`config.mk`:
```
export PLATFORM = sky130hd
export DESIGN_NAME = mdu_ctrl_flat
export DESIGN_NICKNAME = d
export VERILOG_FILES = /design/src/rtl/mdu_pkg.sv /design/src/rtl/mdu_if.sv /design/src/rtl/mdu_step.sv /design/src/rtl/mdu_ctrl.sv /design/src/flat_wrapper.sv
export SDC_FILE = /design/constraint.sdc
export NUM_CORES = 1
export LEC_CHECK = 0
export CORE_MARGIN = 1.5
export CORE_UTILIZATION = 58
export DETAILED_ROUTE_END_ITERATION = 12
export PLACE_DENSITY = 0.85
export SLEW_MARGIN = 20
export SYNTH_ARGS = -nofsm -noshare
export SYNTH_HDL_FRONTEND = slang
export SYNTH_SLANG_ARGS = --single-unit
```
`constraint.sdc`:
```
create_clock -name clk -period 5.4 [get_ports clk]
set_input_delay 0.81 -clock clk [delete_from_list [all_inputs] [get_ports clk]]
set_output_delay 0.81 -clock clk [all_outputs]
set_load 0.02 [all_outputs]
```
`src/rtl/mdu_pkg.sv`:
```
// Shared definitions for the multiply/divide unit: op encodings, FSM states, sizes.
// MDU_MULT_EN (define) enables the MULT datapath in mdu_step/mdu_ctrl.
package mdu_pkg;
  localparam int XLEN     = 32;
  localparam int ITER_CNT = 32;
  localparam int CNT_W    = $clog2(ITER_CNT + 1);

  typedef enum logic [1:0] {
    OP_MULT = 2'b00,
    OP_DIV  = 2'b01,
    OP_MTHI = 2'b10,
    OP_MTLO = 2'b11
  } op_e;

  typedef enum logic [1:0] {S_IDLE, S_RUN, S_FIX} state_e;

  // Operation context latched at accept and consumed by the sign fix-up.
  typedef struct packed {
    op_e  op;
    logic sa;
    logic sb;
  } op_ctx_t;

  // Two's-complement magnitude; 0x80000000 maps to itself as an unsigned value.
  function automatic logic [XLEN-1:0] mag(input logic [XLEN-1:0] v);
    return v[XLEN-1] ? -v : v;
  endfunction
endpackage

```
`src/rtl/mdu_if.sv`:
```
// Request/response bundle between the issue stage and mdu_ctrl.
interface mdu_if;
  logic                      op_valid;
  logic [1:0]                op_code;
  logic [mdu_pkg::XLEN-1:0]  a, b;
  logic                      abort;
  logic                      op_ready, busy;
  logic [mdu_pkg::XLEN-1:0]  hi, lo;
  logic                      done, div_zero, illegal_op;

  modport master (output op_valid, op_code, a, b, abort,
                  input  op_ready, busy, hi, lo, done, div_zero, illegal_op);
  modport slave  (input  op_valid, op_code, a, b, abort,
                  output op_ready, busy, hi, lo, done, div_zero, illegal_op);
endinterface

```
`src/rtl/mdu_step.sv`:
```
// One unsigned iteration: restoring divide step (left shift) or, with
// MDU_MULT_EN, a shift-add multiply step (right shift) on the {hi,lo} pair.
module mdu_step import mdu_pkg::*; (
`ifdef MDU_MULT_EN
  input  logic            is_mult,
`endif
  input  logic [XLEN-1:0] hi,
  input  logic [XLEN-1:0] lo,
  input  logic [XLEN-1:0] mcand,
  output logic [XLEN-1:0] hi_n,
  output logic [XLEN-1:0] lo_n
);
  logic [XLEN-1:0] rem_sh;
  logic [XLEN:0]   diff;
  logic            ge;
  logic [XLEN-1:0] div_hi, div_lo;

  // Partial remainder stays below the divisor, so a 33-bit difference
  // has its top bit set exactly when the trial subtraction underflows.
  assign rem_sh = {hi[XLEN-2:0], lo[XLEN-1]};
  assign diff   = {hi, lo[XLEN-1]} - {1'b0, mcand};
  assign ge     = ~diff[XLEN];
  assign div_hi = ge ? diff[XLEN-1:0] : rem_sh;
  assign div_lo = {lo[XLEN-2:0], ge};

`ifdef MDU_MULT_EN
  logic [XLEN:0] sum;
  assign sum = {1'b0, hi} + {1'b0, (lo[0] ? mcand : {XLEN{1'b0}})};

  always_comb begin
    hi_n = div_hi;
    lo_n = div_lo;
    if (is_mult) begin
      hi_n = sum[XLEN:1];
      lo_n = {sum[0], lo[XLEN-1:1]};
    end
  end
`else
  assign hi_n = div_hi;
  assign lo_n = div_lo;
`endif
endmodule

```
`src/rtl/mdu_ctrl.sv`:
```
// Iterative MDU control: IDLE/RUN/FIX FSM around mdu_step plus HI/LO registers.
// MULT is accepted as a real operation only when MDU_MULT_EN is defined.
module mdu_ctrl import mdu_pkg::*; (
  input  logic clk,
  input  logic reset,
  mdu_if.slave bus
);
  state_e          state, state_n;
  op_ctx_t         ctx;
  op_e             op;
  logic [CNT_W-1:0] cnt;
  logic [XLEN-1:0] hw, lw, mc, hw_n, lw_n;
  logic [XLEN-1:0] hi_q, lo_q, hi_fix, lo_fix;
  logic [2*XLEN-1:0] prod_s;
  logic            neg, start, wr_fix, wr_hi, wr_lo;
  logic            done_n, dz_n, ill_n;
  logic            done_q, dz_q, ill_q;

  assign op = op_e'(bus.op_code);

  always_ff @(posedge clk) begin
    if (reset) state <= S_IDLE;
    else       state <= state_n;
  end

  always_comb begin
    state_n = state;
    start   = 1'b0;
    wr_fix  = 1'b0;
    wr_hi   = 1'b0;
    wr_lo   = 1'b0;
    done_n  = 1'b0;
    dz_n    = 1'b0;
    ill_n   = 1'b0;
    case (state)
      S_IDLE: if (bus.op_valid) begin
        case (op)
          OP_MTHI: begin wr_hi = 1'b1; done_n = 1'b1; end
          OP_MTLO: begin wr_lo = 1'b1; done_n = 1'b1; end
          OP_DIV:
            if (bus.b == '0) begin
              dz_n   = 1'b1;
              done_n = 1'b1;
            end else begin
              start   = 1'b1;
              state_n = S_RUN;
            end
          default: begin
`ifdef MDU_MULT_EN
            start   = 1'b1;
            state_n = S_RUN;
`else
            ill_n  = 1'b1;
            done_n = 1'b1;
`endif
          end
        endcase
      end
      S_RUN:
        if (bus.abort)               state_n = S_IDLE;
        else if (cnt == CNT_W'(1))   state_n = S_FIX;
      S_FIX: begin
        state_n = S_IDLE;
        if (!bus.abort) begin
          wr_fix = 1'b1;
          done_n = 1'b1;
        end
      end
      default: state_n = S_IDLE;
    endcase
  end

  mdu_step u_step (
`ifdef MDU_MULT_EN
    .is_mult (ctx.op == OP_MULT),
`endif
    .hi      (hw),
    .lo      (lw),
    .mcand   (mc),
    .hi_n    (hw_n),
    .lo_n    (lw_n)
  );

  always_ff @(posedge clk) begin
    if (reset) begin
      cnt <= '0;
      hw  <= '0;
      lw  <= '0;
      mc  <= '0;
      ctx <= '0;
    end else if (start) begin
      cnt <= CNT_W'(ITER_CNT);
      hw  <= '0;
      lw  <= mag(bus.a);
      mc  <= mag(bus.b);
      ctx <= '{op: op, sa: bus.a[XLEN-1], sb: bus.b[XLEN-1]};
    end else if (state == S_RUN) begin
      if (bus.abort) begin
        cnt <= '0;
      end else begin
        cnt <= cnt - CNT_W'(1);
        hw  <= hw_n;
        lw  <= lw_n;
      end
    end
  end

  // Quotient sign follows the operand signs, remainder sign follows the dividend.
  assign neg    = ctx.sa ^ ctx.sb;
  assign prod_s = neg ? -{hw, lw} : {hw, lw};
  assign hi_fix = (ctx.op == OP_DIV) ? (ctx.sa ? -hw : hw) : prod_s[2*XLEN-1:XLEN];
  assign lo_fix = (ctx.op == OP_DIV) ? (neg ? -lw : lw)    : prod_s[XLEN-1:0];

  always_ff @(posedge clk) begin
    if (reset) begin
      hi_q   <= '0;
      lo_q   <= '0;
      done_q <= 1'b0;
      dz_q   <= 1'b0;
      ill_q  <= 1'b0;
    end else begin
      done_q <= done_n;
      dz_q   <= dz_n;
      ill_q  <= ill_n;
      if (wr_fix) begin
        hi_q <= hi_fix;
        lo_q <= lo_fix;
      end else begin
        if (wr_hi) hi_q <= bus.a;
        if (wr_lo) lo_q <= bus.a;
      end
    end
  end

  assign bus.op_ready   = (state == S_IDLE);
  assign bus.busy       = (state != S_IDLE);
  assign bus.hi         = hi_q;
  assign bus.lo         = lo_q;
  assign bus.done       = done_q;
  assign bus.div_zero   = dz_q;
  assign bus.illegal_op = ill_q;
endmodule

```
`src/flat_wrapper.sv`:
```
// flat-port wrapper written by rule: the top's interface ports become plain ports
module mdu_ctrl_flat import mdu_pkg::*;
  (clk, reset, bus_op_valid, bus_op_code, bus_a, bus_b, bus_abort, bus_op_ready, bus_busy, bus_hi, bus_lo, bus_done, bus_div_zero, bus_illegal_op);
  mdu_if bus_i ();
  input  logic clk;
  input  logic reset;
  input wire logic [$bits(bus_i.op_valid)-1:0] bus_op_valid;
  input wire logic [$bits(bus_i.op_code)-1:0] bus_op_code;
  input wire logic [$bits(bus_i.a)-1:0] bus_a;
  input wire logic [$bits(bus_i.b)-1:0] bus_b;
  input wire logic [$bits(bus_i.abort)-1:0] bus_abort;
  output wire logic [$bits(bus_i.op_ready)-1:0] bus_op_ready;
  output wire logic [$bits(bus_i.busy)-1:0] bus_busy;
  output wire logic [$bits(bus_i.hi)-1:0] bus_hi;
  output wire logic [$bits(bus_i.lo)-1:0] bus_lo;
  output wire logic [$bits(bus_i.done)-1:0] bus_done;
  output wire logic [$bits(bus_i.div_zero)-1:0] bus_div_zero;
  output wire logic [$bits(bus_i.illegal_op)-1:0] bus_illegal_op;
  assign bus_i.op_valid = bus_op_valid;
  assign bus_i.op_code = bus_op_code;
  assign bus_i.a = bus_a;
  assign bus_i.b = bus_b;
  assign bus_i.abort = bus_abort;
  assign bus_op_ready = bus_i.op_ready;
  assign bus_busy = bus_i.busy;
  assign bus_hi = bus_i.hi;
  assign bus_lo = bus_i.lo;
  assign bus_done = bus_i.done;
  assign bus_div_zero = bus_i.div_zero;
  assign bus_illegal_op = bus_i.illegal_op;
  mdu_ctrl u_core (.clk(clk), .reset(reset), .bus(bus_i));
endmodule
```
---- Yosys cells after proc, flatten, opt, wreduce, memory -nomap -nowiden ----
Cells that the tools add are included.
Widths: inputs -> output; s select.
word-level totals
  bits in latches ......................... 0
  bits in writable memories ............... 0
  memories kept ........................... 0
  logic and storage cells ................. 93
  register bits after elaboration ......... 175
  memory bits (read-only) ................. 0
operators by class
  muxes and demuxes ....................... 41
  $add $sub $neg .......................... 7
  bitwise gates (word level) .............. 6
  $lt $le $gt $ge ......................... 0
  reductions and logical operators ........ 13
  $mul .................................... 0
  eq/ne operators ......................... 12
  div/mod/pow operators ................... 0
  shift-type cells ........................ 0
operator list
  operator             count
  $mux 32              14
  $neg 32->32          4
  $mux 64              1
  $neg 64->64          1
  $sub 33x32->33       1
  $logic_not 32->1     1
  $mux 6               3
  $mux 1               16
  $mux 2               5
  $reduce_bool 2->1    4
  $eq 2x1->1 const B   3
  $eq 2x2->1 const B   3
  $eq 6x1->1 const B   1
  $reduce_or 3->1      2
  $sub 6x1->6 const B  1
  $not 1->1            5
  $ne 2x1->1 const B   2
  $ne 2x2->1 const B   2
  $pmux 2 s2           1
  $reduce_and 2->1     2
  $reduce_and 4->1     1
  $reduce_or 4->1      1
  $ne 3x2->1 const B   1
  $logic_not 2->1      1
  3 further kinds      3

---- Depth between registers and ports, before layout ----
Gate-level depths: netlist of run 1.
  depth after elaboration ................. 7
  gate-level depth with buffers ........... 14
  mapped depth without buffers ............ 12

---- By module ----
A second synthesis of run 1 with hierarchy kept.
second synthesis, totals
  cells, all modules ...................... 1,645
  area, all modules ....................... 12,992.5 um2
modules (own cells, without submodules)
  module    area each (um2)  times used  seq. area each (um2)  cells each
  mdu_ctrl  10,435.0         1           3,503.4               1,304
  mdu_step  2,557.5          1           0.0                   341

---- Worst setup path after synthesis of run 1 ----
No wires, ideal clock.
  path kind ............................... reg2reg
  start point ............................. reg u_core.lw[31]
  end point ............................... reg u_core.hw[31]
  stages on the path, launching flop included .. 14
  arrival time ............................ 3.649 ns
  setup slack ............................. 1.636 ns
  setup time .............................. 0.115 ns
  period minus slack after synthesis ...... 3.764 ns
  path through ............................ dfxtp_1 clkbuf_1 inv_1 ha_1 fa_1 nand2b_1 a21o_1 a31o_2 a2111oi_0 o311ai_1 nor3_2 clkbuf_1 nand2_1 o21a_1
between the ends
  cells in the longest elaborated chain, start to end .. 2
ends and longest elaborated chain
  what                    RTL line         source
  from (decl)             mdu_ctrl.sv:12   logic [XLEN-1:0] hw, lw, mc, hw_n, lw_n;
  from (signal assigned)  mdu_ctrl.sv:94   lw <= mag(bus.a);
  from (signal assigned)  mdu_ctrl.sv:103  lw <= lw_n;
  $sub 33x32->33          mdu_step.sv:21   assign diff = {hi, lo[XLEN-1]} - {1'b0, mcand};
  $mux 32                 mdu_step.sv:23   assign div_hi = ge ? diff[XLEN-1:0] : rem_sh;
  to (signal assigned)    mdu_ctrl.sv:102  hw <= hw_n;
  to (decl)               mdu_ctrl.sv:12
Every way passes these cells.
A chain may end at the register's enable or synchronous reset.

---- Worst setup path after layout of run 1 ----
  start point ............................. in bus_b[20]
  end point ............................... reg u_core.hw[10]
between the ends
  cells in the longest elaborated chain, start to end .. 6
ends and longest elaborated chain
  what                              RTL line            source
  from (decl)                       flat_wrapper.sv:10  input wire logic [$bits(bus_i.b)-1:0] bus_b;
  $logic_not 32->1                  mdu_ctrl.sv:41      if (bus.b == '0) begin
  $mux 1                            mdu_ctrl.sv:41
  $mux 1                            mdu_ctrl.sv:37      case (op)
  $mux 1                            mdu_ctrl.sv:36      S_IDLE: if (bus.op_valid) begin
  $mux 1                            mdu_ctrl.sv:35      case (state)
  $reduce_or 2->1 (no source line)  --
Every way passes these cells.

==> results.json, run 1 <==
{
  "status": "finished, final reports clean",
  "num_rows": 52,
  "fmax_mhz": 244,
  "ys_seq_area_share_pct": 29.2,
  "slowest_stage": "or4_1",
  "ys_types": 67,
  "num-fill-cells": 1661,
  "final_nets": 1754,
  "die_area_mm2": 0.0215,
  "clk_latency_ns": 0.45,
  "vdd_ir_drop_max_v": 0.000223,
  "setup_viol": 0,
  "p_per_area_mw_per_mm2": 262,
  "grt_max_degree": 101,
  "crit_type": "primary input to flip-flop",
  "grt_overflow": 0,
  "final.setup_skew_ns": 0.0138,
  "grt_setup_unrepaired": "false",
  "synth_edf_count": 0,
  "syn_area_mm2": 0.0120,
  "hold_buffers": 0,
  "worst_slew_pin_slew_ns": 1.08,
  "slew_headroom_pct": 27.8,
  "cp.required_ns": 5.75,
  "slowest_delay_ns": 0.56,
  "hold_viol": 0,
  "place.gp.congestion": 0.980,
  "drt-vias-per-instance": 6.39,
  "syn_nets": 1678,
  "syn_area_per_cell_um2": 7.64,
  "grt_pass1_vias": 11600,
  "fin_crit_ns": 4.10,
  "drc_errors": 0,
  "place_hpwl_mm": 26.4,
  "cp_top_family": "simple AND/OR/NAND/NOR gates",
  "drt_wl_total_mm": 36.3,
  "cts_resized": 0,
  "portBuffers": 138,
  "io_pins": 139,
  "synth_top_flop_cell": "dfxtp_1",
  "fin_area_mm2": 0.0141,
  "worstPathMaxFanout": 20,
  "cts.clk_slew.worst_paths_ns": 0.07,
  "drive_gt1_share_pct": 5.31,
  "path_cells": "clkdlybuf4s50_1, or4_1, or3_1, or3_1, o311ai_1, or2_2, nand2b_1, buf_4, a211oi_1",
  "fin_crit_sh_pct": 76.0,
  "area_growth_pct": 17.9,
  "core_area_mm2": 0.0202,
  "drt-initial-drc-count": 1145,
  "cts_buffer_depth": 2,
  "path_common_cell": "or3_1",
  "drtPass1Iterations": 5,
  "ys_ff_latch": 175,
  "cp-start-kind": "primary input",
  "hold_path_class": "flip-flop to flip-flop",
  "placed_area_mm2": 0.0135,
  "start_util_pct": 59.2,
  "crit_buf_inv": 2,
  "dieHeight_um": 147,
  "fp.dieW_um": 147,
  "final_antenna_net_count": 0,
  "grt_usage_pct": 33.5,
  "syn_inst": 1569,
  "clkSinkCount": 175,
  "finalMaxSlewViolations": 0,
  "synthArstFlopShare_pct": 0,
  "postCtsSetupBuffers": 0,
  "diodes": 0,
  "worstSetupEndpointType": "flip-flop",
  "yosysWarnings": 0,
  "tns_ns": 0,
  "leakagePower_nw": 5.43,
  "grt_pass1_wl_mm": 58.5,
  "cts_buffers": 17,
  "drv_cap": 0,
  "vias": 12300,
  "htreeDepth": 4,
  "cts_root_buffer": "clkbuf_16",
  "wl_per_cell_um": 18.8,
  "cts_tree": "built",
  "antenna_found_initial": 0,
  "crit_arrival_ns": 4.45
}
[state kept, by name (all words and copies together), names as in the netlist]
register / count
u_core.bus.div_zero: 1
u_core.cnt: 6
u_core.ctx: 4
u_core.bus.lo: 32
u_core.bus.done: 1
u_core.hw: 32
u_core.bus.hi: 32
u_core.bus.illegal_op: 1
u_core.mc: 32
u_core.state: 2
u_core.lw: 32
[logic make-up (layout without fill, tap and decap cells)]
kind of cell | after synthesis | count (layout) | synth area share, %
AND/OR/NAND/NOR | 516 | 516 | 20.2
XOR/XNOR | 133 | 133 | 9.72
multiplexers | 67 | 67 | 5.61
AO/OA/AOI/OAI | 471 | 471 | 25.8
adder cells (fa/ha/maj) | 39 | 39 | 4.13
flip-flops | 175 | 175 | 29.2
buffers and inverters | 168 | 256 | 5.27
[layout by cell type (no fill, tap or decap), types with 5 or more instances in the layout]
cell type        count
a22oi_1             19
o21a_1               9
a31oi_1             21
o21bai_1             5
and2_1               9
a221oi_1            13
clkbuf_16           17
inv_1               65
o41ai_1              8
o21ai_0             71
nor4_1              16
a211oi_1           114
a21o_1              10
nand3_1             22
o31ai_1             24
buf_4               23
ha_1                38
nor3_1              34
a21oi_1            127
and3_1               7
or3_1               21
or4_1               17
nand2b_1             7
a31o_2               5
dfxtp_1            175
o211ai_1             8
nor2_1             222
or2_2                7
mux2i_1             66
nand2_1            104
nand4_1              9
xnor2_1             67
nor2b_1             12
xor2_1              65
clkdlybuf4s50_1    137
[cells in the mapped netlist, types with 12 or more instances]
library cell  instances  area, um^2
o31ai_1              24         180
nor4_1               16         100
ha_1                 38         475
nand2_1             105         394
dfxtp_1             175        3500
nor2b_1              12        75.1
or3_1                21         131
xor2_1               65         569
or4_1                17         128
a22oi_1              19         143
nand3_1              22         110
a221oi_1             13         114
a21oi_1             127         636
clkbuf_1             96         360
a211oi_1            114         856
nor3_1               35         175
inv_1                65         244
a31oi_1              21         131
mux2i_1              66         661
xnor2_1              68         596
nor2_1              225         845
o21ai_0              71         355
[metal layers]
layer | vias up | global-route usage [%] | routed length, um
li1 | 5849 | - | -
met2 | 582 | 55.4 | 17100
met3 | 144 | 5.12 | 2570
met4 | 0 | 19.2 | 1980
met1 | 5730 | 41.6 | 14600
met5 | - | 0 | 0
[final cells by class]
cell class | count | area [um^2] | share of cell area (%)
clock inverters | 13 | 176 | 1.25
repair buffers | 160 | 1540 | 10.9
multi-input cells | 1226 | 7890 | 55.8
clock buffers | 18 | 439 | 3.11
inverters | 65 | 244 | 1.73
flip-flops and latches | 175 | 3500 | 24.8
well taps | 270 | 338 | 2.39
[power by group]
group	leakage, nW	switching (W)	total (W)	internal [W]
Combinational	3.71	0.000596	0.00100	0.000408
Sequential	1.42	0.0000483	0.00139	0.00134
Clock	0.292	0.000559	0.00131	0.000748
[tightest hold or removal path: stages, from the launching register on]
cell and delay [ns]:
dfxtp_1 0.32, nand2_1 0.06, a21oi_1 0.05
[through the flow]
step | total power [W] | hold WS, ns | utilization [%] | instances | setup WS (ns)
floorplan | 0.00207 | 0.432 | - | 1569 | 1.64
global placement | 0.00238 | 0.442 | 66.8 | 1896 | 1.03
detailed placement | 0.00239 | 0.445 | 66.8 | 1896 | 0.885
CTS | 0.00368 | 0.471 | 69.8 | 1927 | 1.32
global route | 0.00385 | 0.494 | 69.8 | 1927 | 1.10
finish | 0.00370 | 0.478 | 69.8 | 1927 | 1.30
[path summary, 6_finish.rpt]
check,startpoint,endpoint,slack (ns),cells after the start
hold reg to reg,u_core.mc[30],u_core.mc[30],0.48,2
setup reg to reg,u_core.lw[31],u_core.hw[27],1.46,15
setup / recovery,bus_b[20],u_core.hw[10],1.30,9
hold / removal,u_core.mc[30],u_core.mc[30],0.48,2
Note: power is estimated with default switching activity, not from simulation.
==> inputs of run 2 (changes only) <==
- clock period: 5.4 -> 3.8 ns (I/O delays scaled with it)
==> results.json, run 2 (synthesis results as in run 1) <==
{
  "status": "finished, final reports clean",
  "slowest_delay_ns": 0.44,
  "cts_tree": "built",
  "slowest_stage": "or3_4",
  "dp.cells": 1954,
  "final.setup_skew_ns": 0.0128,
  "antenna_found_initial": 0,
  "cts.clk_slew.worst_paths_ns": 0.07,
  "stdcell_count": 1985,
  "hold_buffers": 0,
  "clkSinkCount": 175,
  "fin_util_pct": 72.2,
  "drt-vias-per-instance": 6.29,
  "cts_root_buffer": "clkbuf_16",
  "fp.dieW_um": 147,
  "cts_buffers": 17,
  "setup_ws_ns": 0.175,
  "placed_area_mm2": 0.0140,
  "worstSetupEndpointType": "flip-flop",
  "final_cell_mix": "222 x nor2_1, 175 x dfxtp_1, 137 x clkdlybuf4s50_1",
  "htreeDepth": 4,
  "dieHeight_um": 147,
  "area_growth_pct": 22.0,
  "finalMaxSlewViolations": 0,
  "min_to": "u_core.mc[18]",
  "min_path_cells": 2,
  "crit_type": "flip-flop to flip-flop",
  "vdd_ir_drop_max_v": 0.000336,
  "fmax_mhz": 276,
  "r2r_cells": 13,
  "holdCritStartpoint": "u_core.mc[18]",
  "slew_headroom_pct": 32.4,
  "portBuffers": 138,
  "crit_arrival_ns": 3.98,
  "core_area_mm2": 0.0202,
  "final_antenna_net_count": 0,
  "drt-initial-drc-count": 1264,
  "grt_max_degree": 101,
  "drive_gt1_share_pct": 8.63,
  "diodes": 0,
  "io_pins": 139,
  "cp.required_ns": 4.16,
  "p_per_area_mw_per_mm2": 367,
  "hold_path_class": "flip-flop to flip-flop",
  "r2r_slack_ns": 0.18,
  "cts_resized": 0,
  "fin_crit_sh_pct": 95.4,
  "grt_setup_unrepaired": "false",
  "grt_pass1_wl_mm": 60.4,
  "place_worst_setup_slack_ns": -0.220,
  "num-fill-cells": 1589,
  "worst_slew_pin_slew_ns": 1.01,
  "leakagePower_nw": 5.73,
  "cp-start-kind": "flip-flop",
  "drtPass1Iterations": 8,
  "fin_area_mm2": 0.0146,
  "postCtsSetupBuffers": 0,
  "fin_crit_ns": 3.62,
  "final_nets": 1812,
  "grt_usage_pct": 34.4,
  "grt_overflow": 0,
  "place_hpwl_mm": 27.2,
  "vias": 12500,
  "start_util_pct": 59.2,
  "r2r_start": "u_core.lw[31]",
  "die_area_mm2": 0.0215,
  "layout_commonest_cell": "nor2_1",
  "grt_pass1_vias": 11900,
  "drt_wl_total_mm": 36.9,
  "drv_cap": 0,
  "path_cells": "inv_1, ha_1, fa_1, nand2b_1, a21o_1, a31o_2, a2111oi_1, buf_4, o311ai_1, or3_4, buf_12, o31a_1, a211oi_1",
  "clk_latency_ns": 0.44,
  "wl_per_cell_um": 18.6,
  "r2r_end": "u_core.hw[14]",
  "num_rows": 52,
  "worstPathMaxFanout": 29,
  "drc_errors": 0,
  "setup_viol": 0,
  "hold_viol": 0,
  "place.gp.congestion": 1.01,
  "cts_buffer_depth": 2
}
## run 2: where the power goes
| part | switching (W) | internal [W] | total [W] | leakage (nW) |
|---|---|---|---|---|
| logic | 0.000873 | 0.000631 | 0.00150 | 4.01 |
| clock network | 0.000795 | 0.00111 | 0.00190 | 0.294 |
| registers | 0.0000598 | 0.00190 | 0.00196 | 1.42 |
## run 2: worst max-delay path: cells and delay by family (launching register included)
| family | cells | cell delay (ns) |
|---|---|---|
| compound gates | 6 | 1.55 |
| simple gates | 2 | 0.63 |
| fa+ha+maj | 2 | 0.58 |
| buf+inv | 3 | 0.42 |
| flops | 1 | 0.34 |
## run 2: worst max-delay path by stage
stage                       start             to  slack [ns]  depth (start not counted)
floorplan           u_core.lw[31]  u_core.hw[31]        0.04                         13
global placement         bus_b[4]  u_core.mc[29]       -0.17                         10
detailed placement       bus_b[4]  u_core.mc[29]       -0.22                         10
CTS                 u_core.lw[31]   u_core.hw[5]        0.09                         13
global route             bus_b[4]  u_core.mc[29]        0.04                         10
finish              u_core.lw[31]  u_core.hw[14]        0.18                         13
## run 2: final cells by class
cell class | count | area [um^2] | area share (%)
clock buffer | 17 | 425 | 2.91
multi-input combinational | 1226 | 7900 | 54.0
clock inverter | 14 | 205 | 1.40
tap | 270 | 338 | 2.31
inverter | 65 | 244 | 1.67
sequential | 175 | 3500 | 24.0
timing repair buffer | 218 | 2000 | 13.7
## run 2: metal layers
layer  GRT usage, %  share of wire, %
met1           42.2                40
met2           58.3                48
met3           5.06               6.4
met4           18.6               5.0
met5              0                 0
## run 2: stage by stage
stage               hold slack, ns  setup TNS, ns  total power (W)
finish                       0.461              0          0.00537
floorplan                    0.432              0          0.00295
global placement             0.443         -0.301          0.00343
CTS                          0.463              0          0.00535
detailed placement           0.454         -0.503          0.00346
global route                 0.485              0          0.00560
